$ cat src/rtl/axis_frame_downmixer_if.sv
// AXI4-Stream bundle for the frame downmixer: data, valid, last and ready.
// The master modport drives the beat, the slave modport answers with ready.
interface axis_frame_downmixer_if #(
    parameter int DATA_WIDTH = 32
);
    logic [DATA_WIDTH-1:0] tdata;
    logic                  tvalid;
    logic                  tlast;
    logic                  tready;

    modport master (output tdata, output tvalid, output tlast, input tready);
    modport slave  (input tdata, input tvalid, input tlast, output tready);
endinterface

$ cat src/rtl/axis_frame_downmixer.sv
// Reduces each multi-channel AXI4-Stream audio frame to one signed sample
// (average, channel select, peak magnitude or side), with decimation and framing-error counting.
module axis_frame_downmixer #(
    parameter int NUM_CHANNELS = 2,
    parameter int SAMPLE_WIDTH = 24,
    parameter int DATA_WIDTH   = 32
) (
    input  logic                    i_s_axis_aclk,
    input  logic                    i_s_axis_areset,
    axis_frame_downmixer_if.slave   s_axis,
    axis_frame_downmixer_if.master  m_axis,
    input  logic [1:0]              i_mode,
    input  logic [2:0]              i_sel,
    input  logic [7:0]              i_decim,
    output logic                    o_frame_err,
    output logic [15:0]             o_err_count
);
    localparam int CW   = $clog2(NUM_CHANNELS);
    localparam int SW   = SAMPLE_WIDTH;
    localparam int SUMW = SW + CW;
    localparam logic [CW-1:0] LAST_BEAT = CW'(NUM_CHANNELS - 1);
    localparam logic [3:0]    NCH       = 4'(NUM_CHANNELS);
    localparam logic [SW-1:0] MAX_POS   = {1'b0, {(SW-1){1'b1}}};
    localparam logic [SW-1:0] MIN_NEG   = {1'b1, {(SW-1){1'b0}}};

    typedef enum logic {ST_ACCUM, ST_RESYNC} state_t;

    state_t                 r_state;
    logic [CW-1:0]          r_b;
    logic [7:0]             r_d;
    logic [1:0]             r_mode;
    logic [2:0]             r_sel;
    logic [7:0]             r_decim;
    logic [SUMW-1:0]        r_sum;
    logic [SW-1:0]          r_peak;
    logic [SW-1:0]          r_selCap;
    logic [SW-1:0]          r_ch0;
    logic [SW-1:0]          r_ch1;
    logic                   r_oValid;
    logic [DATA_WIDTH-1:0]  r_oData;
    logic                   r_frameErr;
    logic [15:0]            r_errCount;

    logic [SW-1:0]          w_sample;
    logic [SW-1:0]          w_abs;
    logic                   w_first;
    logic                   w_lastBeat;
    logic [2:0]             w_selEff;
    logic [2:0]             w_selIdx;
    logic [SUMW-1:0]        w_sampleExt;
    logic signed [SUMW-1:0] w_sumNext;
    logic [SW-1:0]          w_peakNext;
    logic [SW-1:0]          w_selNext;
    logic [SW-1:0]          w_ch0Next;
    logic [SW-1:0]          w_ch1Next;
    logic signed [SW:0]     w_diff;
    logic signed [SUMW-1:0] w_avgFull;
    logic signed [SW:0]     w_halfDiff;
    logic [SW-1:0]          w_result;
    logic                   w_sReady;
    logic                   w_accept;
    logic                   w_unusedBits;

    assign w_sample     = s_axis.tdata[SW-1:0];
    assign w_unusedBits = &{1'b0, s_axis.tdata[DATA_WIDTH-1:SW]};
    assign w_first      = (r_b == '0);
    assign w_lastBeat   = (r_b == LAST_BEAT);

    // Beat 0 sees the live controls; later beats use the values latched at beat 0.
    always_comb begin
        w_abs       = w_sample;
        if (w_sample == MIN_NEG) begin
            w_abs = MAX_POS;
        end else if (w_sample[SW-1]) begin
            w_abs = -w_sample;
        end
        w_selEff    = w_first ? i_sel : r_sel;
        w_selIdx    = ({1'b0, w_selEff} >= NCH) ? 3'd0 : w_selEff;
        w_sampleExt = {{CW{w_sample[SW-1]}}, w_sample};
        w_sumNext   = w_first ? w_sampleExt : r_sum + w_sampleExt;
        w_peakNext  = (w_first || (w_abs > r_peak)) ? w_abs : r_peak;
        w_selNext   = (3'(r_b) == w_selIdx) ? w_sample : r_selCap;
        w_ch0Next   = w_first ? w_sample : r_ch0;
        w_ch1Next   = (r_b == CW'(1)) ? w_sample : r_ch1;
        w_diff      = {w_ch0Next[SW-1], w_ch0Next} - {w_ch1Next[SW-1], w_ch1Next};
        w_avgFull   = w_sumNext >>> CW;
        w_halfDiff  = w_diff >>> 1;
        case (r_mode)
            2'd0:    w_result = w_avgFull[SW-1:0];
            2'd1:    w_result = w_selNext;
            2'd2:    w_result = w_peakNext;
            default: w_result = w_halfDiff[SW-1:0];
        endcase
    end

    // The closing beat may stall only when it would load a still-occupied output register.
    assign w_sReady = !i_s_axis_areset &&
                      ((r_state == ST_RESYNC) || !w_lastBeat || !r_oValid ||
                       m_axis.tready || (r_d != 8'd0));
    assign w_accept = s_axis.tvalid && w_sReady;

    always_ff @(posedge i_s_axis_aclk) begin
        if (i_s_axis_areset) begin
            r_state    <= ST_ACCUM;
            r_b        <= '0;
            r_d        <= 8'd0;
            r_mode     <= 2'd0;
            r_sel      <= 3'd0;
            r_decim    <= 8'd0;
            r_sum      <= '0;
            r_peak     <= '0;
            r_selCap   <= '0;
            r_ch0      <= '0;
            r_ch1      <= '0;
            r_oValid   <= 1'b0;
            r_oData    <= '0;
            r_frameErr <= 1'b0;
            r_errCount <= 16'd0;
        end else begin
            r_frameErr <= 1'b0;
            if (m_axis.tready) begin
                r_oValid <= 1'b0;
            end
            if (w_accept) begin
                case (r_state)
                    ST_ACCUM: begin
                        if (w_first) begin
                            r_mode  <= i_mode;
                            r_sel   <= i_sel;
                            r_decim <= i_decim;
                        end
                        r_sum    <= w_sumNext;
                        r_peak   <= w_peakNext;
                        r_selCap <= w_selNext;
                        r_ch0    <= w_ch0Next;
                        r_ch1    <= w_ch1Next;
                        if (s_axis.tlast != w_lastBeat) begin
                            r_frameErr <= 1'b1;
                            if (r_errCount != 16'hFFFF) begin
                                r_errCount <= r_errCount + 16'd1;
                            end
                            r_b <= '0;
                            if (w_lastBeat) begin
                                r_state <= ST_RESYNC;
                            end
                        end else if (w_lastBeat) begin
                            r_b <= '0;
                            if (r_d == 8'd0) begin
                                r_oValid <= 1'b1;
                                r_oData  <= {{(DATA_WIDTH-SW){w_result[SW-1]}}, w_result};
                            end
                            r_d <= (r_d == r_decim) ? 8'd0 : r_d + 8'd1;
                        end else begin
                            r_b <= r_b + CW'(1);
                        end
                    end
                    default: begin
                        r_b <= '0;
                        if (s_axis.tlast) begin
                            r_state <= ST_ACCUM;
                        end
                    end
                endcase
            end
        end
    end

    assign s_axis.tready = w_sReady;
    assign m_axis.tvalid = r_oValid;
    assign m_axis.tdata  = r_oData;
    // Every reduced sample stands alone on the output stream.
    assign m_axis.tlast  = 1'b1;
    assign o_frame_err   = r_frameErr;
    assign o_err_count   = r_errCount;
endmodule

$ cat src/flat_wrapper.sv
// flat-port wrapper written by rule: the top's interface ports become plain ports
module axis_frame_downmixer_flat 
#(
    parameter int NUM_CHANNELS = 2,
    parameter int SAMPLE_WIDTH = 24,
    parameter int DATA_WIDTH   = 32
)
  (i_s_axis_aclk, i_s_axis_areset, i_mode, i_sel, i_decim, o_frame_err, o_err_count, s_axis_tdata, s_axis_tvalid, s_axis_tlast, s_axis_tready, m_axis_tdata, m_axis_tvalid, m_axis_tlast, m_axis_tready);
  axis_frame_downmixer_if #(.DATA_WIDTH(DATA_WIDTH)) s_axis_i ();
  axis_frame_downmixer_if #(.DATA_WIDTH(DATA_WIDTH)) m_axis_i ();
  input  logic i_s_axis_aclk;
  input  logic i_s_axis_areset;
  input  logic [1:0] i_mode;
  input  logic [2:0] i_sel;
  input  logic [7:0] i_decim;
  output logic o_frame_err;
  output logic [15:0] o_err_count;
  input wire logic [$bits(s_axis_i.tdata)-1:0] s_axis_tdata;
  input wire logic [$bits(s_axis_i.tvalid)-1:0] s_axis_tvalid;
  input wire logic [$bits(s_axis_i.tlast)-1:0] s_axis_tlast;
  output wire logic [$bits(s_axis_i.tready)-1:0] s_axis_tready;
  output wire logic [$bits(m_axis_i.tdata)-1:0] m_axis_tdata;
  output wire logic [$bits(m_axis_i.tvalid)-1:0] m_axis_tvalid;
  output wire logic [$bits(m_axis_i.tlast)-1:0] m_axis_tlast;
  input wire logic [$bits(m_axis_i.tready)-1:0] m_axis_tready;
  assign s_axis_i.tdata = s_axis_tdata;
  assign s_axis_i.tvalid = s_axis_tvalid;
  assign s_axis_i.tlast = s_axis_tlast;
  assign s_axis_tready = s_axis_i.tready;
  assign m_axis_tdata = m_axis_i.tdata;
  assign m_axis_tvalid = m_axis_i.tvalid;
  assign m_axis_tlast = m_axis_i.tlast;
  assign m_axis_i.tready = m_axis_tready;
  axis_frame_downmixer #(.NUM_CHANNELS(NUM_CHANNELS), .SAMPLE_WIDTH(SAMPLE_WIDTH), .DATA_WIDTH(DATA_WIDTH)) u_core (.i_s_axis_aclk(i_s_axis_aclk), .i_s_axis_areset(i_s_axis_areset), .s_axis(s_axis_i), .m_axis(m_axis_i), .i_mode(i_mode), .i_sel(i_sel), .i_decim(i_decim), .o_frame_err(o_frame_err), .o_err_count(o_err_count));
endmodule
$ cat config.mk
export PLATFORM = sky130hd
export DESIGN_NAME = axis_frame_downmixer_flat
export DESIGN_NICKNAME = d
export VERILOG_FILES = /design/src/rtl/axis_frame_downmixer_if.sv /design/src/rtl/axis_frame_downmixer.sv /design/src/flat_wrapper.sv
export SDC_FILE = /design/constraint.sdc
export NUM_CORES = 1
export LEC_CHECK = 0
export CORE_MARGIN = 2
export CORE_UTILIZATION = 38
export CTS_BUF_LIST = sky130_fd_sc_hd__clkbuf_16
export CTS_CLUSTER_DIAMETER = 200
export DETAILED_ROUTE_END_ITERATION = 16
export SYNTH_ARGS = -nofsm -noshare
export SYNTH_HDL_FRONTEND = slang
export SYNTH_SLANG_ARGS = --single-unit
$ cat constraint.sdc
create_clock -name i_s_axis_aclk -period 5.5 [get_ports i_s_axis_aclk]
set_input_delay 0.55 -clock i_s_axis_aclk [delete_from_list [all_inputs] [get_ports i_s_axis_aclk]]
set_output_delay 0.55 -clock i_s_axis_aclk [all_outputs]
set_load 0.02 [all_outputs]
After elaboration in Yosys (flattened, before gate mapping)

Index checks and enable logic that the tools add are counted.

Memories kept: 0
Bits in latches: 0
Bits in registers: 186
Input bits: 50
Memory bits (writable): 0
Memory bits (read-only): 0

Bitwise logic cells: 4
Add/subtract/negate cells: 6
Order comparisons: 2
Reductions and logical operators: 19
Div/mod/pow operators: 0
Shift-type cells: 0
Equal/unequal tests: 7
$mul: 0
Muxes and demuxes: 25

Operators with widths:

| operator                | number |
|---|---|
| $mux W24                | 6 |
| $pmux W24 S3            | 1 |
| $add A25 B25 Y25        | 1 |
| $mux W25                | 1 |
| $sub A24 B24 Y25        | 1 |
| $eq A24 B24 Y1 const B  | 1 |
| $gt A24 B24 Y1          | 1 |
| $neg A24 Y24            | 1 |
| $add A16 B1 Y16 const B | 1 |
| $ne A16 B16 Y1 const B  | 1 |
| $mux W1                 | 14 |
| $add A8 B1 Y8 const B   | 1 |
| $eq A8 B8 Y1            | 1 |
| $logic_not A8 Y1        | 1 |
| $mux W8                 | 1 |
| $reduce_and A4 Y1       | 2 |
| $reduce_bool A8 Y1      | 1 |
| $mux W3                 | 2 |
| $logic_or A1 B1 Y1      | 5 |
| $reduce_and A5 Y1       | 1 |
| $not A1 Y1              | 4 |
| $eq A1 B3 Y1            | 1 |
| $ge A3 B2 Y1 const B    | 1 |
| $logic_not A1 Y1        | 3 |
| other kinds (9)         | 10 |

Longest topological paths before layout

Gate-level depths: netlist (run 1).

Depth in word-level cells: 9
Gate-level depth with buffers: 21
Gate-level depth less buffers: 18

Worst setup path before layout (run 1)

Ideal clock, no wire load.

Path type: input to register
Start point: input port s_axis_tdata[0]
End point: register u_core.m_axis.tdata[23] (netlist name)
Path slack: -0.163 ns
Stages on the path: 21
Arrival: 5.541 ns
Buffers on the path: 3
Cell sequence: clkbuf_1 > inv_1 > ha_1 > or4b_1 > or4_4 > or4_4 > or3_1 > and3_1 > nor3_2 > ha_1 > nand4_1 > nor4_1 > nand2_1 > o311a_1 > a211oi_2 > clkbuf_1 > clkbuf_1 > mux2i_1 > nor2_1 > o31ai_1 > nand2_1

Word-level cells in the longest chain between the ends: 7
Elaborated cells between the ends (all ways): 13

RTL lines:

| item               | RTL line                   | text |
|---|---|---|
| from (decl)        | flat_wrapper.sv:18         | `input wire logic [$bits(s_axis_i.tdata)-1:0] s_axis_tdata;` |
| $neg A24 Y24       | axis_frame_downmixer.sv:75 | `w_abs = -w_sample;` |
| $mux W24           | axis_frame_downmixer.sv:74 | `end else if (w_sample[SW-1]) begin` |
| $mux W24           | axis_frame_downmixer.sv:72 | `if (w_sample == MIN_NEG) begin` |
| $gt A24 B24 Y1     | axis_frame_downmixer.sv:81 | `w_peakNext = (w_first \|\| (w_abs > r_peak)) ? w_abs : r_peak;` |
| $logic_or A1 B1 Y1 | axis_frame_downmixer.sv:81 |  |
| $mux W24           | axis_frame_downmixer.sv:81 |  |
| $pmux W24 S3 (*)   | axis_frame_downmixer.sv:88 | `case (r_mode)` |

Every way passes the cells marked *; elsewhere a longest branch is shown, timed or not.
A chain may end at the register's enable or synchronous reset.

Worst setup path in the final report (run 1)

Start point: input port s_axis_tdata[0]
End point: register u_core.r_oData[9] (netlist: u_core.m_axis.tdata[9])

Word-level cells in the longest chain between the ends: 7
Elaborated cells between the ends (all ways): 13

RTL lines:

| item                 | RTL line                    | text |
|---|---|---|
| $neg A24 Y24         | axis_frame_downmixer.sv:75  |  |
| $mux W24             | axis_frame_downmixer.sv:74  |  |
| $mux W24             | axis_frame_downmixer.sv:72  |  |
| $gt A24 B24 Y1       | axis_frame_downmixer.sv:81  |  |
| $logic_or A1 B1 Y1   | axis_frame_downmixer.sv:81  |  |
| $mux W24             | axis_frame_downmixer.sv:81  |  |
| $pmux W24 S3 (*)     | axis_frame_downmixer.sv:88  |  |
| to (signal assigned) | axis_frame_downmixer.sv:150 | `r_oData <= {{(DATA_WIDTH-SW){w_result[SW-1]}}, w_result};` |
| to (decl)            | axis_frame_downmixer.sv:40  | `logic [DATA_WIDTH-1:0] r_oData;` |

Marked as above.

==> run metrics, run 1 <==
crit path max fanout 8; CP endpoint kind flop; largest net degree at the start of global routing roughly 120; vias per cell around 5.6; fmax between 150 and 200 MHz; status complete, no violations; cell taking the most area after synthesis dfxtp_1; Worst Hold Class reg -> reg; clock period minus final worst setup slack about 5.3 ns; clock sinks around 190; Final #Nets around 1800; Area contributors post-synth dfxtp_1 30%, ha_1 7.8%, nand2_1 7.2%, a21oi_1 6.7%, nor2_1 5.0%; top_reg_cell synth dfxtp_1; fin area between 0.01 and 0.015 mm²; Non-Filler Instances ~2200; Ys Warns 0; Antenna Cells 0; pwr/cell area roughly 260 mW/mm²; post-detailed-route count of antenna-violating nets 0; die area about 0.034 mm²; DRC viols 0; 1st-pass router iterations 5; Starting Density 0.383; final setup skew 0.0161 ns; Clock Latency Late Sink ~0.47 ns; Syn Inst Count 1629; setup ws final 0.183 ns; first-pass GRT wire length roughly 64 mm; Num CTS Buffers 17; setup TNS 0 ns; GRT Total Usage 0.241; WS Path Type in -> reg; Syn-to-layout area delta 17.9%; CTS tree yes; Final Wtd Congestion slightly above 0.9; max cap viols 0; IO Port Bufs 92; number of DRC markers in iteration 0 950; Clk pin slew, worst setup/hold paths roughly 0.080 ns; largest family of logic cells by synthesized area compound AO/OA/AOI/OAI gates; Data arrival, critical path approximately 5.7 ns; FFs w/ async S/R, synth 0; initial antenna violation count 1; Final setup viols 0; Core Area between 0.03 and 0.04 mm²; Post-Syn Nets ~1800; post-synth cell types 74; Max-Slew Margin vs Limit 0.286; hpwl dp approximately 30 mm; Final Max Slew Viols 0; Max rail drop VDD approximately 0.23 mV; Synth Area in Adders 0.0809; FILL cells ~3200; Die H between 150 and 200 µm; dpl cells between 2000 and 2500; global route overflow 0; measured slew at the worst slew-check pin 1.07 ns; mux contribution to synthesized area 0.0591; Seq cells post-synth roughly 190; vias in the first global route around 11000; worst endpoint required time 5.86 ns; most common cell in the netlist nand2_1; P_leak approximately 0.0057 µW; crit path launch type input port; drt total wl just over 40 mm; via count 12000; Post-Synth Simple-Gate Area 0.219; top cells by count, synth 238 x nand2_1, 186 x dfxtp_1, 167 x a21oi_1; sequential share of the synthesized area 0.300; Synth Area in Compound Gates 0.237; clock root cell clkbuf_16; width of the die 185 µm; Pwr Total between 3000 and 4000 µW; top-level port count slightly above 100; post-synthesis xor/xnor area fraction 0.0509; Period Utilization, post-route 0.967; Mean Syn Cell Area 7.61 µm²; routed len/inst between 15 and 20 µm; EDFF count, synth 0; mapped cell area 0.0124 mm²; ratio of cells with drive above 1 in the final layout 0.0837; Hold Vio Cnt, Final 0; H-Tree Depth 4; area fraction of the dominant cell type after synthesis 0.300; num rows 66; dpl ws -0.508 ns; maximum clock insertion buffer count 2; placed cell areas 0.0140 mm²
## state kept, by name, indices dropped and copies added (netlist names), 8 cells and up
signal	cells
u_core.r_ch1	24
u_core.o_err_count	16
u_core.r_decim	8
u_core.r_sum	25
u_core.r_ch0	24
u_core.r_selCap	24
u_core.r_peak	24
u_core.r_d	8
u_core.m_axis.tdata	24
## cell type report
class                   count  area (µm²)  share of cell area
multi-input cells        1281        8070               0.552
flip-flops and latches    186        3730               0.255
repair buffers            164        1510               0.104
well taps                 442         553              0.0378
clock buffers              17         425              0.0291
inverters                  46         173              0.0118
clock inverters            15         153              0.0104
## critical path, stage by stage
cell	delay (ns)
clkdlybuf4s50_1	0.43
inv_1	0.13
ha_1	0.18
or4b_1	0.43
or4_4	0.46
or4_4	0.43
or3_1	0.34
and3_1	0.21
nor3_2	0.21
ha_1	0.26
nand4_1	0.13
buf_4	0.14
nor3_1	0.05
a22oi_1	0.18
nand3_1	0.15
a211oi_4	0.33
buf_6	0.18
mux2_2	0.35
o21ai_0	0.21
o211ai_1	0.12
a22o_1	0.21
## metal layers
layer  share of wire  global-route usage  vias to the layer above  routed length, µm
li1                -                   -                     5925                  -
met1            0.49               0.360                     5752              20200
met2            0.43               0.353                      317              17700
met3           0.059              0.0383                       36               2410
met4           0.019              0.0702                        0                765
met5               0                   0                        -                  0
## per-stage QoR
step,hold WS (ns),utilization
global route,0.467,0.451
floorplan,0.432,-
detailed placement,0.445,0.432
finish,0.455,0.451
global placement,0.440,0.432
CTS,0.456,0.450
## what timing repair did
action / 4_1_cts / 5_1_grt
cloned: 0 / 1
hold buffers: 0 / 0
pin swaps: 0 / 3
setup endpoints to repair: 1 / 29
setup buffers: 0 / 3
gates resized for setup: 1 / 9
## cells in the final DEF, fill, tap and decap left out, drive strengths merged, types with 9 or more instances in the layout
master / Yosys / final
a21oi: 167 / 167
xor2: 38 / 38
inv: 45 / 54
nor3: 36 / 36
o221ai: 10 / 10
a22oi: 10 / 10
ha: 77 / 77
and3: 11 / 11
mux2i: 56 / 56
o31ai: 9 / 9
mux2: 13 / 13
o21a: 11 / 11
a211oi: 77 / 77
nand2: 238 / 238
nand4: 16 / 16
nand3: 24 / 24
a21o: 35 / 35
clkbuf: 95 / 17
nor2: 164 / 164
o21ai: 72 / 72
buf: 21 / 73
nor2b: 30 / 30
xnor2: 34 / 34
dfxtp: 186 / 186
nand2b: 20 / 20
a31oi: 11 / 11
clkdlybuf4s50: 0 / 88
or3: 15 / 15
## report_power, final
group	internal, µW	switching, µW	total [µW]
Sequential	1410	42.2	1450
Clock	606	650	1260
Combinational	409	630	1040
## logic make-up after synthesis
kind of cell,after synthesis
simple gates,597
compound gates,462
flops,186
buf+inv,162
fa+ha+maj,79
xor+xnor,72
mux,70
other cells,1
## worst paths after layout
check / depth (start not counted) / to / slack (ns) / start
setup / recovery: 21 / u_core.m_axis.tdata[9] / 0.18 / s_axis_tdata[0]
hold / removal: 2 / u_core.r_ch0[11] / 0.46 / u_core.r_ch0[11]
setup reg to reg: 13 / u_core.m_axis.tdata[22] / 1.42 / u_core.r_b
hold reg to reg: 2 / u_core.r_ch0[11] / 0.46 / u_core.r_ch0[11]
Power figures use the tool's default switching activity.
==> run 2, diff against run 1 <==
- HOLD_SLACK_MARGIN: not set -> 0.03
==> results of run 2 <==
The final DEF is identical to that of run 1; final timing and power are the same.
